--- config.mk ---
export PLATFORM = sky130hd
export DESIGN_NAME = seven_seg_mux_driver
export DESIGN_NICKNAME = d
export VERILOG_FILES = /design/src/rtl/seven_seg_pkg.sv /design/src/rtl/hex_to_seg7.sv /design/src/rtl/seven_seg_mux_driver.sv
export SDC_FILE = /design/constraint.sdc
export NUM_CORES = 1
export LEC_CHECK = 0
export BUFFER_PORTS_ARGS = -buffer_cell sky130_fd_sc_hd__buf_2
export CAP_MARGIN = 5
export CORE_MARGIN = 4
export CORE_UTILIZATION = 54
export CTS_CLUSTER_DIAMETER = 30
export DETAILED_ROUTE_END_ITERATION = 8
export GPL_TIMING_DRIVEN = 0
export PLACE_DENSITY_LB_ADDON = 0.08
export SYNTH_ARGS = -nofsm -noshare
export SYNTH_HDL_FRONTEND = slang
export SYNTH_SLANG_ARGS = --single-unit
--- constraint.sdc ---
create_clock -name clk -period 3 [get_ports clk]
set_clock_uncertainty 0.15 [all_clocks]
set_input_delay 0 -clock clk [delete_from_list [all_inputs] [get_ports clk]]
set_output_delay 0 -clock clk [all_outputs]
set_load 0.01 [all_outputs]
--- src/rtl/seven_seg_pkg.sv ---
// Shared constants for the seven-segment display path.
// Segment order is {a,b,c,d,e,f,g}, bit 6 = a; encodings are active-high.
package seven_seg_pkg;

  localparam int unsigned SEG_A = 6;
  localparam int unsigned SEG_B = 5;
  localparam int unsigned SEG_C = 4;
  localparam int unsigned SEG_D = 3;
  localparam int unsigned SEG_E = 2;
  localparam int unsigned SEG_F = 1;
  localparam int unsigned SEG_G = 0;

  localparam logic [6:0] SEG_BLANK = 7'b0000000;

  // Indexed by the hex value; entry 15 (F) is listed first.
  localparam logic [15:0][6:0] SEG_FONT = {
    7'b1000111,  // F
    7'b1001111,  // E
    7'b0111101,  // d
    7'b1001110,  // C
    7'b0011111,  // b
    7'b1110111,  // A
    7'b1111011,  // 9
    7'b1111111,  // 8
    7'b1110000,  // 7
    7'b1011111,  // 6
    7'b1011011,  // 5
    7'b0110011,  // 4
    7'b1111001,  // 3
    7'b1101101,  // 2
    7'b0110000,  // 1
    7'b1111110   // 0
  };

endpackage

--- src/rtl/hex_to_seg7.sv ---
// Combinational hex-nibble to seven-segment decoder, active-high output.
module hex_to_seg7
  import seven_seg_pkg::*;
(
  input  logic [3:0] i_hex,
  output logic [6:0] o_seg
);

  always_comb begin
    o_seg = SEG_FONT[i_hex];
  end

endmodule

--- src/rtl/seven_seg_mux_driver.sv ---
// Time-multiplexed seven-segment driver with double-buffered display data,
// leading-zero blanking and frame-aligned updates.
module seven_seg_mux_driver
  import seven_seg_pkg::*;
#(
  parameter int unsigned NUM_DIGITS     = 4,
  parameter int unsigned REFRESH_DIV    = 1000,
  parameter bit          SEG_ACTIVE_LOW = 1'b1,
  parameter bit          AN_ACTIVE_LOW  = 1'b1
) (
  input  logic                    clk,
  input  logic                    rst_n,
  input  logic                    en,
  input  logic                    load,
  input  logic [4*NUM_DIGITS-1:0] data_in,
  input  logic [NUM_DIGITS-1:0]   dp_in,
  input  logic                    blank_lz,
  output logic [6:0]              seg,
  output logic                    dp,
  output logic [NUM_DIGITS-1:0]   an,
  output logic                    frame_done
);

  localparam int unsigned CntW = (REFRESH_DIV > 1) ? $clog2(REFRESH_DIV) : 1;
  localparam int unsigned IdxW = (NUM_DIGITS > 1) ? $clog2(NUM_DIGITS) : 1;
  localparam logic [CntW-1:0] CntMax = CntW'(REFRESH_DIV - 1);
  localparam logic [IdxW-1:0] IdxMax = IdxW'(NUM_DIGITS - 1);

  logic [CntW-1:0]         r_cnt;
  logic [IdxW-1:0]         r_idx;
  logic [4*NUM_DIGITS-1:0] r_pend_data;
  logic [NUM_DIGITS-1:0]   r_pend_dp;
  logic                    r_pend_valid;
  logic [4*NUM_DIGITS-1:0] r_act_data;
  logic [NUM_DIGITS-1:0]   r_act_dp;
  logic [6:0]              r_seg;
  logic                    r_dp;
  logic [NUM_DIGITS-1:0]   r_an;
  logic                    r_frame_done;

  logic                    w_cnt_wrap;
  logic                    w_boundary;
  logic [3:0]              w_nib;
  logic [NUM_DIGITS-1:0]   w_an_oh;
  logic                    w_dp_sel;
  logic                    w_blank_sel;
  logic [6:0]              w_seg_dec;

  assign w_cnt_wrap = (r_cnt == CntMax);
  assign w_boundary = en & w_cnt_wrap & (r_idx == IdxMax);

  // Walk from the leftmost digit down so the zero run covers digits above k too.
  always_comb begin
    logic lz_run;
    lz_run      = blank_lz;
    w_nib       = 4'h0;
    w_an_oh     = '0;
    w_dp_sel    = 1'b0;
    w_blank_sel = 1'b0;
    for (int k = NUM_DIGITS - 1; k >= 0; k--) begin
      lz_run = lz_run & (r_act_data[4*k +: 4] == 4'h0);
      if (r_idx == IdxW'(k)) begin
        w_nib       = r_act_data[4*k +: 4];
        w_an_oh[k]  = 1'b1;
        w_dp_sel    = r_act_dp[k];
        w_blank_sel = lz_run & (k != 0);
      end
    end
  end

  hex_to_seg7 u_hex_to_seg7 (
    .i_hex (w_nib),
    .o_seg (w_seg_dec)
  );

  always_ff @(posedge clk or negedge rst_n) begin
    if (!rst_n) begin
      r_cnt <= '0;
      r_idx <= '0;
    end else if (en) begin
      if (w_cnt_wrap) begin
        r_cnt <= '0;
        r_idx <= (r_idx == IdxMax) ? '0 : r_idx + 1'b1;
      end else begin
        r_cnt <= r_cnt + 1'b1;
      end
    end
  end

  // A load landing on the boundary bypasses pending and takes effect next frame.
  always_ff @(posedge clk or negedge rst_n) begin
    if (!rst_n) begin
      r_pend_data  <= '0;
      r_pend_dp    <= '0;
      r_pend_valid <= 1'b0;
      r_act_data   <= '0;
      r_act_dp     <= '0;
    end else if (load && w_boundary) begin
      r_act_data   <= data_in;
      r_act_dp     <= dp_in;
      r_pend_valid <= 1'b0;
    end else if (load) begin
      r_pend_data  <= data_in;
      r_pend_dp    <= dp_in;
      r_pend_valid <= 1'b1;
    end else if (w_boundary && r_pend_valid) begin
      r_act_data   <= r_pend_data;
      r_act_dp     <= r_pend_dp;
      r_pend_valid <= 1'b0;
    end
  end

  always_ff @(posedge clk or negedge rst_n) begin
    if (!rst_n) begin
      r_seg        <= SEG_BLANK;
      r_dp         <= 1'b0;
      r_an         <= '0;
      r_frame_done <= 1'b0;
    end else begin
      r_frame_done <= w_boundary;
      if (en) begin
        r_seg <= w_blank_sel ? SEG_BLANK : w_seg_dec;
        r_dp  <= w_dp_sel;
        r_an  <= w_an_oh;
      end else begin
        r_seg <= SEG_BLANK;
        r_dp  <= 1'b0;
        r_an  <= '0;
      end
    end
  end

  assign seg        = r_seg ^ {7{SEG_ACTIVE_LOW}};
  assign dp         = r_dp ^ SEG_ACTIVE_LOW;
  assign an         = r_an ^ {NUM_DIGITS{AN_ACTIVE_LOW}};
  assign frame_done = r_frame_done;

endmodule

==> results of run 1 <==
[through the flow]
stage               setup WS (ns)  instance area, um^2  hold slack (ns)
CTS                         0.118                 4080           0.0973
floorplan                   0.551                 3320           -0.446
detailed placement          0.148                 3600         0.000356
finish                      0.289                 4090            0.102
global route               0.0880                 4090            0.158
global placement            0.196                 3600           0.0785
[placed cells by master, fill, tap and decap left out, drive strengths merged, types with 7 or more instances in the layout]
cell	count
o21ai	26
nand2	29
nor2	15
mux2	22
clkbuf	17
o22ai	22
dlygate4sd3	23
nand3b	7
inv	23
a21oi	11
dfrtp	66
ha	11
buf	46
[power by group through the flow]
| stage | logic (mW) | clock network [mW] | registers (mW) |
|---|---|---|---|
| after floorplan | 0.109 | 0 | 1.01 |
| after global placement | 0.166 | 0 | 1.02 |
| after detailed placement | 0.169 | 0 | 1.02 |
| after CTS | 0.194 | 0.949 | 1.01 |
| after global routing | 0.218 | 0.982 | 1.02 |
| final | 0.193 | 0.940 | 1.01 |
[state kept, by name, indices dropped and copies added (netlist names)]
signal        cells
r_act_dp          4
r_pend_dp         4
r_pend_data      16
r_pend_valid      1
r_an              4
r_cnt            10
r_seg             7
r_act_data       16
r_idx             2
r_dp              1
frame_done        1
[layer usage]
| layer | wire [um] | vias to the layer above |
|---|---|---|
| met5 | 0 | - |
| met4 | 158 | 0 |
| met3 | 290 | 15 |
| met2 | 3170 | 55 |
| met1 | 3290 | 1194 |
| li1 | - | 1259 |
[logic make-up after synthesis]
| logic type | count (synthesis) | share of synthesized area |
|---|---|---|
| XOR/XNOR | 7 | 0.0185 |
| AND/OR/NAND/NOR | 87 | 0.146 |
| AO/OA/AOI/OAI | 76 | 0.151 |
| flip-flops | 66 | 0.498 |
| adder cells (fa/ha/maj) | 11 | 0.0415 |
| buffers and inverters | 39 | 0.0532 |
| multiplexers | 27 | 0.0920 |
[cell type report]
cell class,count,area [um^2]
Multi-Input combinational cell,208,1500
Tap cell,75,93.8
Inverter,23,86.3
Buffer,16,90.1
Sequential cell,66,1650
Clock buffer,10,138
Fill cell,472,1870
Timing Repair Buffer,60,418
Clock inverter,6,114
[critical path, stage by stage (launching register included)]
cell and delay [ns]:
dfrtp_1 0.40, inv_1 0.10, ha_1 0.23, buf_2 0.19, nor2b_1 0.21, a22oi_1 0.12
a21oi_2 0.33, inv_1 0.14, ha_1 0.27, mux2_4 0.28, a211oi_2 0.20
[timing repair]
| item | CTS | global route |
|---|---|---|
| hold buffers | 23 | 0 |
| resized for setup | 0 | 2 |
| hold endpoints to repair | 110 | 0 |
| setup buffers | 0 | 0 |
| endpoints found under the setup margin | 0 | 6 |
[how the worst max path moves through the flow]
stage	endpoint	start	cells past startpoint	slack, ns
final	r_seg[2]	r_idx[0]	10	0.29
after detailed placement	r_seg[2]	r_idx[0]	10	0.15
after global routing	r_seg[2]	r_idx[0]	10	0.09
after floorplan	r_seg[2]	r_idx[0]	10	0.55
after global placement	r_seg[2]	r_idx[0]	10	0.20
after CTS	r_seg[2]	r_idx[0]	10	0.12
==> summary.txt, run 1 <==
Area growth, synth to finish: 23.2%
PortBufs: 37
Final core occ: 0.687
Tot GR Track Use: 0.203
FF-to-FF Start: r_idx[0]
Sequential area share after synthesis: 0.498
Die area: 0.00746 mm^2
Placed cell count: 425
Antenna violation net count after detailed routing: 0
Critical path launch point type: flop
CTS sink count: 66
Number of flops mapped to enable cells by yosys: 0
GR Layer Usage met2: 0.303
Vert. Die Dim: 86.4 um
CTS clk-pin slew, worst paths: 0.07 ns
Final Wtd Congestion: 0.827
Minimum clock period: 2.71 ns
First-pass GRT wire length: 11900 um
DR pass1 iterations: 4
FF-to-FF End: r_seg[2]
Setup tns final: 0 ns
Crit path DAT: 2.82 ns
TritonCTS clock tree: done
R2r setup slk: 0.29 ns
Routed len/inst: 14.9 um
Worst-skew pair later-pin latency: 0.35 ns
Die width: 86.4 um
Final Max Slew Viols: 0
Power per Cell Area: 524 mW/mm^2
Unrepaired setup endpoints after global routing: no
Post-synth top flop: dfrtp_1
Gate power share: 0.090
P_sw: 510 uW
Relative slew slack: 0.447
Cell variety after synth: 53
Nets: 420
Asr flop ratio synth: 1.00
Largest net degree at the start of global routing: 67
Number of antenna violations at the first check in global routing: 0
Leakage: 1.83 nW
Peak supply drop: 0.529 mV
Num rows: 28
Total Power: 2.14 mW
CP required: 3.11 ns
Hold worst-path end: r_seg[3]
Main area contributors after synthesis: dfrtp_1 (50%), mux2_1 (6.8%), ha_1 (4.1%)
CP endpoint kind: flop
GR peak layer: met2
Share of layout cells above drive strength 1: 0.208
Clk root buf: clkbuf_8
Int Power: 1.63 mW
Hold crit path type: primary input to flop
Worst Reg2Reg Path Length in Cells: 10
Worst Hold Depth: 4
Drt drc: 0
Initial DRC Count: 132
Max cap viols: 0
Yosys top cell area share: 0.498
Vias/cell: 5.44
Dpl hpwl: 4620 um
Initial Util: 0.557
Avg Synthesized Cell Area: 10.6 um^2
Final hold vios: 0
Routed vias: 2523
Final period util: 0.904
Commonest cells in the netlist: dfrtp_1 (66), nand2_1 (29), o21ai_1 (23), o22ai_1 (22)
H-tree Lvls: 3
Top fanout value on the critical path: 10
Switching share of total power: 0.238
Register share of total power: 0.471
Synthesized area: 0.00332 mm^2
Core ar.: 0.00596 mm^2
Final Setup Violations: 0
GR Util met1: 0.281
Syn Inst Count: 313
Area leader, netlist: dfrtp_1
Congestion Overflow GR: 0
Clock power frac: 0.439
Run status: complete, no violations
Most frequent cell after synthesis: dfrtp_1
Grt met3 use: 0.0352
Fmax: 0.369 GHz
CTS Buf Count: 9
Number of diodes: 0
Non-Filler Instances: 464
IO Count: 38
HP Start: blank_lz
Synth Register Bits: 66
Worst-Margin Slew: 0.830 ns
Synth Net Count: 349
Vias in the first global route: 2549
Yosys warnings: 0
Clk buf depth: 2
Crit Path Category: flop to flop
Final WL: 6910 um
Power figures use the tool's default switching activity.
==> run 2, diff against run 1 <==
- CELL_PAD_IN_SITES_DETAIL_PLACEMENT: not set -> 0
- CELL_PAD_IN_SITES_GLOBAL_PLACEMENT: not set -> 2
- CORE_UTILIZATION: 54 -> 38
- CTS_CLUSTER_SIZE: not set -> 16
- HOLD_SLACK_MARGIN: not set -> 0.03
==> summary.txt, run 2 (synthesized netlist as in run 1, its figures left out) <==
Antenna violation net count after detailed routing: 0 (unchanged)
Vias in the first global route: 2520 (-1.1%)
Nets: 420 (unchanged)
Max cap viols: 0 (unchanged)
Vert. Die Dim: 101 um (+17%)
Tot GR Track Use: 0.158 (-0.0453)
Final core occ: 0.491 (-0.196)
HP Start: blank_lz
Placed cell count: 455 (+7.1%)
Clk root buf: clkbuf_8
Fmax: 0.365 GHz (-1.0%)
Largest stage delay, worst path: 0.40 ns (about the same)
Crit path DAT: 2.84 ns (+0.02 ns)
Final Setup Violations: 0 (unchanged)
Commonest non-fill, non-tap cell in the layout: dfrtp_1
Drt drc: 0 (unchanged)
Area growth, synth to finish: 23.4%
Worst Hold Depth: 4 (unchanged)
TritonCTS clock tree: done
Peak supply drop: 0.233 mV (-56%)
Final hold vios: 0 (unchanged)
CTS Buf Count: 9 (unchanged)
Top fanout value on the critical path: 10 (unchanged)
Die area: 0.0103 mm^2 (+38%)
Most frequent cells in the layout: dfrtp_1 (66), buf_2 (42), nand2_1 (29)
R2r setup slk: 0.26 ns (-0.03 ns)
First-pass GRT wire length: 12700 um (+7.1%)
Congestion Overflow GR: 0 (unchanged)
Minimum clock period: 2.74 ns (+0.0274 ns)
Hold worst-path end: r_seg[3]
Critical path buffers and inverters: 3 (unchanged)
Num rows: 33 (+18%)
Final WL: 7410 um (+7.2%)
Crit-path cells: inv_1 -> ha_1 -> buf_2 -> nor2b_1 -> a22oi_1 -> a21oi_2 -> inv_1 -> ha_1 -> mux2_4 -> a211oi_2
Unrepaired setup endpoints after global routing: no
Leakage: 1.82 nW (-0.51%)
CTS clk-pin slew, worst paths: 0.07 ns (about the same)
Hold crit path type: primary input to flop
Setup bufs post-CTS: 0 (unchanged)
CP max-delay cell: dfrtp_1
Critical path startpoint: r_idx[0]
Largest registers: r_act_data: 16 flops, r_pend_data: 16 flops, r_cnt: 10 flops
Initial DRC Count: 60 (-55%)
Dpl hpwl: 5110 um (+11%)
CP required: 3.11 ns (about the same)
Die width: 101 um (+17%)
Core ar.: 0.00834 mm^2 (+40%)
H-tree Lvls: 3 (unchanged)
WP depth: 10 (unchanged)
Non-Filler Instances: 494 (+6.5%)
Crit Path Category: flop to flop
Critical path launch point type: flop
Number of diodes: 0 (unchanged)
Setup tns final: 0 ns (unchanged)
CTS sink count: 66 (unchanged)
FF-to-FF Start: r_idx[0]
Worst-Margin Slew: 0.831 ns (+0.00138 ns)
Final Max Slew Viols: 0 (unchanged)
Worst-skew pair later-pin latency: 0.34 ns (about the same)
Vias/cell: 5.02 (-7.6%)
Number of antenna violations at the first check in global routing: 0 (unchanged)
Routed len/inst: 15.0 um (+0.73%)
DR pass1 iterations: 4 (unchanged)
Clk buf depth: 2 (unchanged)
PortBufs: 37 (unchanged)
Fillers: 806 (+71%)
IO Count: 38 (unchanged)
Routed vias: 2482 (-1.6%)
Initial Util: 0.398 (-0.159)
Largest net degree at the start of global routing: 67 (unchanged)
FF-to-FF End: r_seg[2]
Worst Reg2Reg Path Length in Cells: 10 (unchanged)
Final period util: 0.913 (+0.00914)
Share of layout cells above drive strength 1: 0.206 (-0.00257)
Run status: complete, no violations
Power per Cell Area: 498 mW/mm^2 (-4.8%)
Final Wtd Congestion: 0.760 (-8.2%)
Relative slew slack: 0.446 (-0.000922)
Crit path max-delay family: compound AO/OA/AOI/OAI gates
CP endpoint kind: flop
run 2: cell types whose count changed in the layout (fill, tap and decap cells not counted), sizes merged:
cell,change
clkbuf,+1
clkinvlp,-1
bufinv,-1
clkinv,+1
run 2: tightest hold or removal path, delay by kind of cell:
family / cells / cell delay [ns]
AND/OR/NAND/NOR: 2 / 0.23
AO/OA/AOI/OAI: 1 / 0.24
buffers and inverters: 1 / 0.11
run 2: worst max path at each step:
stage,endpoint,slack [ns]
2_1_floorplan,r_seg[2],0.55
3_3_place_gp,r_seg[2],0.12
3_5_place_dp,r_seg[2],0.10
4_1_cts,r_seg[2],0.08
5_1_grt,r_seg[2],0.04
6_report,r_seg[2],0.26
run 2: through the flow:
stage / hold slack (ns) / total power, mW / worst slack (ns) / area (um^2)
after floorplan: -0.446 / 1.12 / 0.551 / 3320
after global placement: 0.0792 / 1.19 / 0.118 / 3630
after detailed placement: 0.0186 / 1.20 / 0.100 / 3640
after CTS: 0.150 / 2.07 / 0.0836 / 4090
after global routing: 0.222 / 2.14 / 0.0382 / 4090
final: 0.140 / 2.04 / 0.261 / 4090
run 2: routing by layer:
layer  vias up  share of wire  track usage  wire [um]
met5         -              0            0          0
met1      1183           0.53        0.229       3900
li1       1255              -            -          -
met4         0         0.0089       0.0429         66
met3         6          0.037       0.0406        275
met2        38           0.43        0.235       3170
run 2: layout make-up:
class | count | area [um^2] | area share
flip-flops and latches | 66 | 1650 | 0.403
multi-input cells | 208 | 1500 | 0.366
repair buffers | 60 | 418 | 0.102
clock buffers | 11 | 141 | 0.0345
well taps | 105 | 131 | 0.0321
plain buffers | 16 | 90.1 | 0.0220
inverters | 23 | 86.3 | 0.0211
clock inverters | 5 | 77.6 | 0.0189
run 2: repair_timing:
| action | in CTS | in global routing |
|---|---|---|
| resized for setup | 0 | 2 |
| hold endpoints to repair | 110 | 0 |
| endpoints found under the setup margin | 0 | 5 |
| hold buffers | 23 | 0 |
run 2: where the power goes:
part | internal, mW | leakage (nW) | total (mW) | switching, mW
registers | 0.952 | 0.842 | 1.01 | 0.0538
logic | 0.103 | 0.865 | 0.194 | 0.0915
clock network | 0.488 | 0.109 | 0.840 | 0.351
total | 1.54 | 1.82 | 2.04 | 0.497
==> run 3, diff against run 2 <==
--- a/config.mk
+++ b/config.mk
@@ -18,5 +18,7 @@
 export HOLD_SLACK_MARGIN = 0.03
 export PLACE_DENSITY_LB_ADDON = 0.08
+export REMOVE_ABC_BUFFERS = 1
 export SYNTH_ARGS = -nofsm -noshare
 export SYNTH_HDL_FRONTEND = slang
+export SYNTH_HIERARCHICAL = 1
 export SYNTH_SLANG_ARGS = --single-unit
==> constraint.sdc (replaced) <==
create_clock -name clk -period 3 [get_ports clk]
set_clock_uncertainty 0.15 [all_clocks]
set_input_delay 0 -clock clk [delete_from_list [all_inputs] [get_ports clk]]
set_output_delay 0 -clock clk [all_outputs]
set_load 0.02 [all_outputs]
==> summary.txt, run 3 <==
Commonest non-fill, non-tap cell in the layout: dfrtp_1
Minimum clock period: 2.78 ns (+0.0387 ns)
Hold crit path type: primary input to flop
P_sw: 598 uW (+20%)
CP required: 3.06 ns (-0.05 ns)
DP Worst Slack: -0.387 ns (-0.487 ns)
Yosys top cell area share: 0.462 (-0.0357)
R2r setup slk: 0.22 ns (-0.04 ns)
Non-Filler Instances: 510 (+3.2%)
First-pass GRT wire length: 13400 um (+5.2%)
Routed len/inst: 15.4 um (+2.9%)
Synthesized area: 0.00357 mm^2 (+7.7%)
Area leader, netlist: dfrtp_1
DR pass1 iterations: 4 (unchanged)
Fillers: 905 (+12%)
Share of layout cells above drive strength 1: 0.236 (+0.0299)
Initial DRC Count: 119 (+98%)
Critical path buffers and inverters: 3 (unchanged)
Syn Inst Count: 337 (+7.7%)
Final hold vios: 0 (unchanged)
Top fanout value on the critical path: 9 (-1)
Crit path max-delay family: adder cells
Nets: 431 (+2.6%)
Dpl hpwl: 4990 um (-2.3%)
Vias in the first global route: 2626 (+4.2%)
Most frequent cell after synthesis: dfrtp_1
Clock power frac: 0.393 (-0.019)
Crit-path cells: inv_1 -> ha_2 -> nor2b_4 -> a221oi_1 -> o31ai_2 -> inv_1 -> ha_1 -> mux4_1 -> inv_1 -> nor2_1
Placed cell areas: 0.00378 mm^2 (+3.9%)
Crit Path Category: flop to flop
Routed vias: 2608 (+5.1%)
FF-to-FF End: r_seg[3]
Congestion Overflow GR: 0 (unchanged)
Area growth, synth to finish: 19.7%
Worst Reg2Reg Path Length in Cells: 10 (unchanged)
Initial Util: 0.389 (-0.00913)
Tot GR Track Use: 0.151 (-0.00729)
Yosys warnings: 6 (+6)
Die width: 105 um (+3.5%)
Die area: 0.0110 mm^2 (+7.1%)
Run status: complete, no violations
CTS Buf Count: 9 (unchanged)
Num rows: 35 (+6.1%)
Critical path launch point type: flop
Final core occ: 0.465 (-0.0255)
Register share of total power: 0.469 (-0.024)
Cell area after layout: 0.00428 mm^2 (+4.5%)
Avg Synthesized Cell Area: 10.6 um^2 (about the same)
Number of flops mapped to enable cells by yosys: 0 (unchanged)
Synth Register Bits: 66 (unchanged)
HP Start: blank_lz
Main area contributors after synthesis: dfrtp_1 (46%), mux2_4 (8.4%), ha_1 (4.2%)
Number of antenna violations at the first check in global routing: 0 (unchanged)
Commonest cells in the netlist: dfrtp_1 (66), inv_1 (35), nand2_1 (23), mux2_4 (20), nand3_1 (19)
Worst-skew pair later-pin latency: 0.34 ns (about the same)
Critical path startpoint: r_idx[0]
H-tree Lvls: 3 (unchanged)
Hold Slack: 0.0665 ns (-0.0731 ns)
Int Power: 1.61 mW (+4.1%)
Fmax: 0.360 GHz (-1.4%)
Switching share of total power: 0.271 (+0.0276)
Power per Cell Area: 515 mW/mm^2 (+3.4%)
CP max-delay cell: mux4_1
Clk root buf: clkbuf_8
CTS sink count: 66 (unchanged)
IO Count: 38 (unchanged)
Worst-Margin Slew: 0.864 ns (+0.0327 ns)
Final period util: 0.926 (+0.0129)
Setup tns final: 0 ns (unchanged)
Largest registers: r_act_data: 16 flops, r_pend_data: 16 flops, r_cnt: 10 flops
Largest net degree at the start of global routing: 67 (unchanged)
Most frequent cells in the layout: dfrtp_1 (66), buf_2 (36), inv_1 (35)
Sequential area share after synthesis: 0.462 (-0.0357)
Vias/cell: 5.11 (+1.8%)
WP depth: 10 (unchanged)
Peak supply drop: 0.297 mV (+28%)
PortBufs: 37 (unchanged)
Post-synth top flop: dfrtp_1
Drt drc: 0 (unchanged)
Critical Path Sink: r_seg[3]
Most used cell, CP: inv_1
Core ar.: 0.00920 mm^2 (+10%)
Cell variety after synth: 50 (-5.7%)
Gate power share: 0.138 (+0.043)
Max cap viols: 0 (unchanged)
Placed cell count: 468 (+2.9%)
Asr flop ratio synth: 1.00 (unchanged)
Crit path DAT: 2.84 ns (about the same)
Leakage: 2.04 nW (+12%)
Final Max Slew Viols: 0 (unchanged)
Clk buf depth: 2 (unchanged)
Number of diodes: 0 (unchanged)
Largest stage delay, worst path: 0.48 ns (+0.08 ns)
Final worst slack: 0.223 ns (-0.0387 ns)
Final WL: 7870 um (+6.3%)
TritonCTS clock tree: done
Final Wtd Congestion: 0.715 (-5.8%)
Unrepaired setup endpoints after global routing: no
Relative slew slack: 0.424 (-0.0218)
CP endpoint kind: flop
Vert. Die Dim: 105 um (+3.5%)
CTS clk-pin slew, worst paths: 0.08 ns (about the same)
Antenna violation net count after detailed routing: 0 (unchanged)
FF-to-FF Start: r_idx[0]
Final Setup Violations: 0 (unchanged)
Total Power: 2.20 mW (+8.1%)
==> run 3: cell types whose count changed in the layout (fill, tap and decap cells not counted), moves of 8 or more <==
| cell | before | now |
|---|---|---|
| o22ai_1 | 22 | 0 |
| clkbuf_1 | 8 | 0 |
| mux2_1 | 20 | 0 |
| mux2_4 | 2 | 20 |
| o21ai_1 | 23 | 4 |
| a32oi_1 | 0 | 8 |
| inv_1 | 20 | 35 |
| a21oi_1 | 9 | 18 |
| o21ai_0 | 2 | 13 |
| nand3_1 | 3 | 19 |
==> run 3: tightest hold or removal path: stages <==
cell and delay [ns]:
buf_2 0.10, nand4b_1 0.09, o21ai_1 0.20, nor2_1 0.13
==> run 3: final cells by class <==
class                   count  area, um^2  share of cell area
clock buffers              10         138              0.0322
clock inverters             6        87.6              0.0205
repair buffers             64         449               0.105
inverters                  36         135              0.0316
multi-input cells         217        1680               0.392
well taps                 111         139              0.0325
flip-flops and latches     66        1650               0.386
==> run 3: power by group through the flow <==
stage                     clock network (mW)  registers, mW  logic, mW
after detailed placement                   0           1.05      0.282
after global routing                   0.934           1.05      0.341
after CTS                              0.897           1.03      0.309
after floorplan                            0           1.03      0.192
final                                  0.867           1.03      0.304
after global placement                     0           1.05      0.278
==> run 3: routing by layer <==
metal | vias to the layer above | GRT usage | wire length [um]
met2 | 40 | 0.229 | 3590
met5 | - | 0 | 0
met1 | 1267 | 0.214 | 3960
met3 | 5 | 0.0358 | 253
met4 | 0 | 0.0440 | 76
li1 | 1296 | - | -
==> run 3: timing repair <==
item,in CTS,in global routing
endpoints found under the setup margin,7,2
pin swaps,2,0
resized for setup,4,3
buffers inserted,3,0
hold buffers,22,0
endpoints found under the hold margin,116,0
==> run 3: cell families after synthesis <==
group           count (synthesis)  share of synthesized area
compound gates                 66                      0.124
xor+xnor                        4                    0.00980
fa+ha+maj                      12                     0.0420
buf+inv                        54                     0.0760
flops                          66                      0.462
mux                            28                      0.112
simple gates                  107                      0.174
==> run 3: worst min-delay path by stage <==
stage	to	cells after the start
floorplan	frame_done	0
CTS	r_seg[5]	4
detailed placement	r_seg[3]	1
global placement	r_pend_data[2]	2
finish	r_seg[5]	4
global route	r_act_data[15]	3
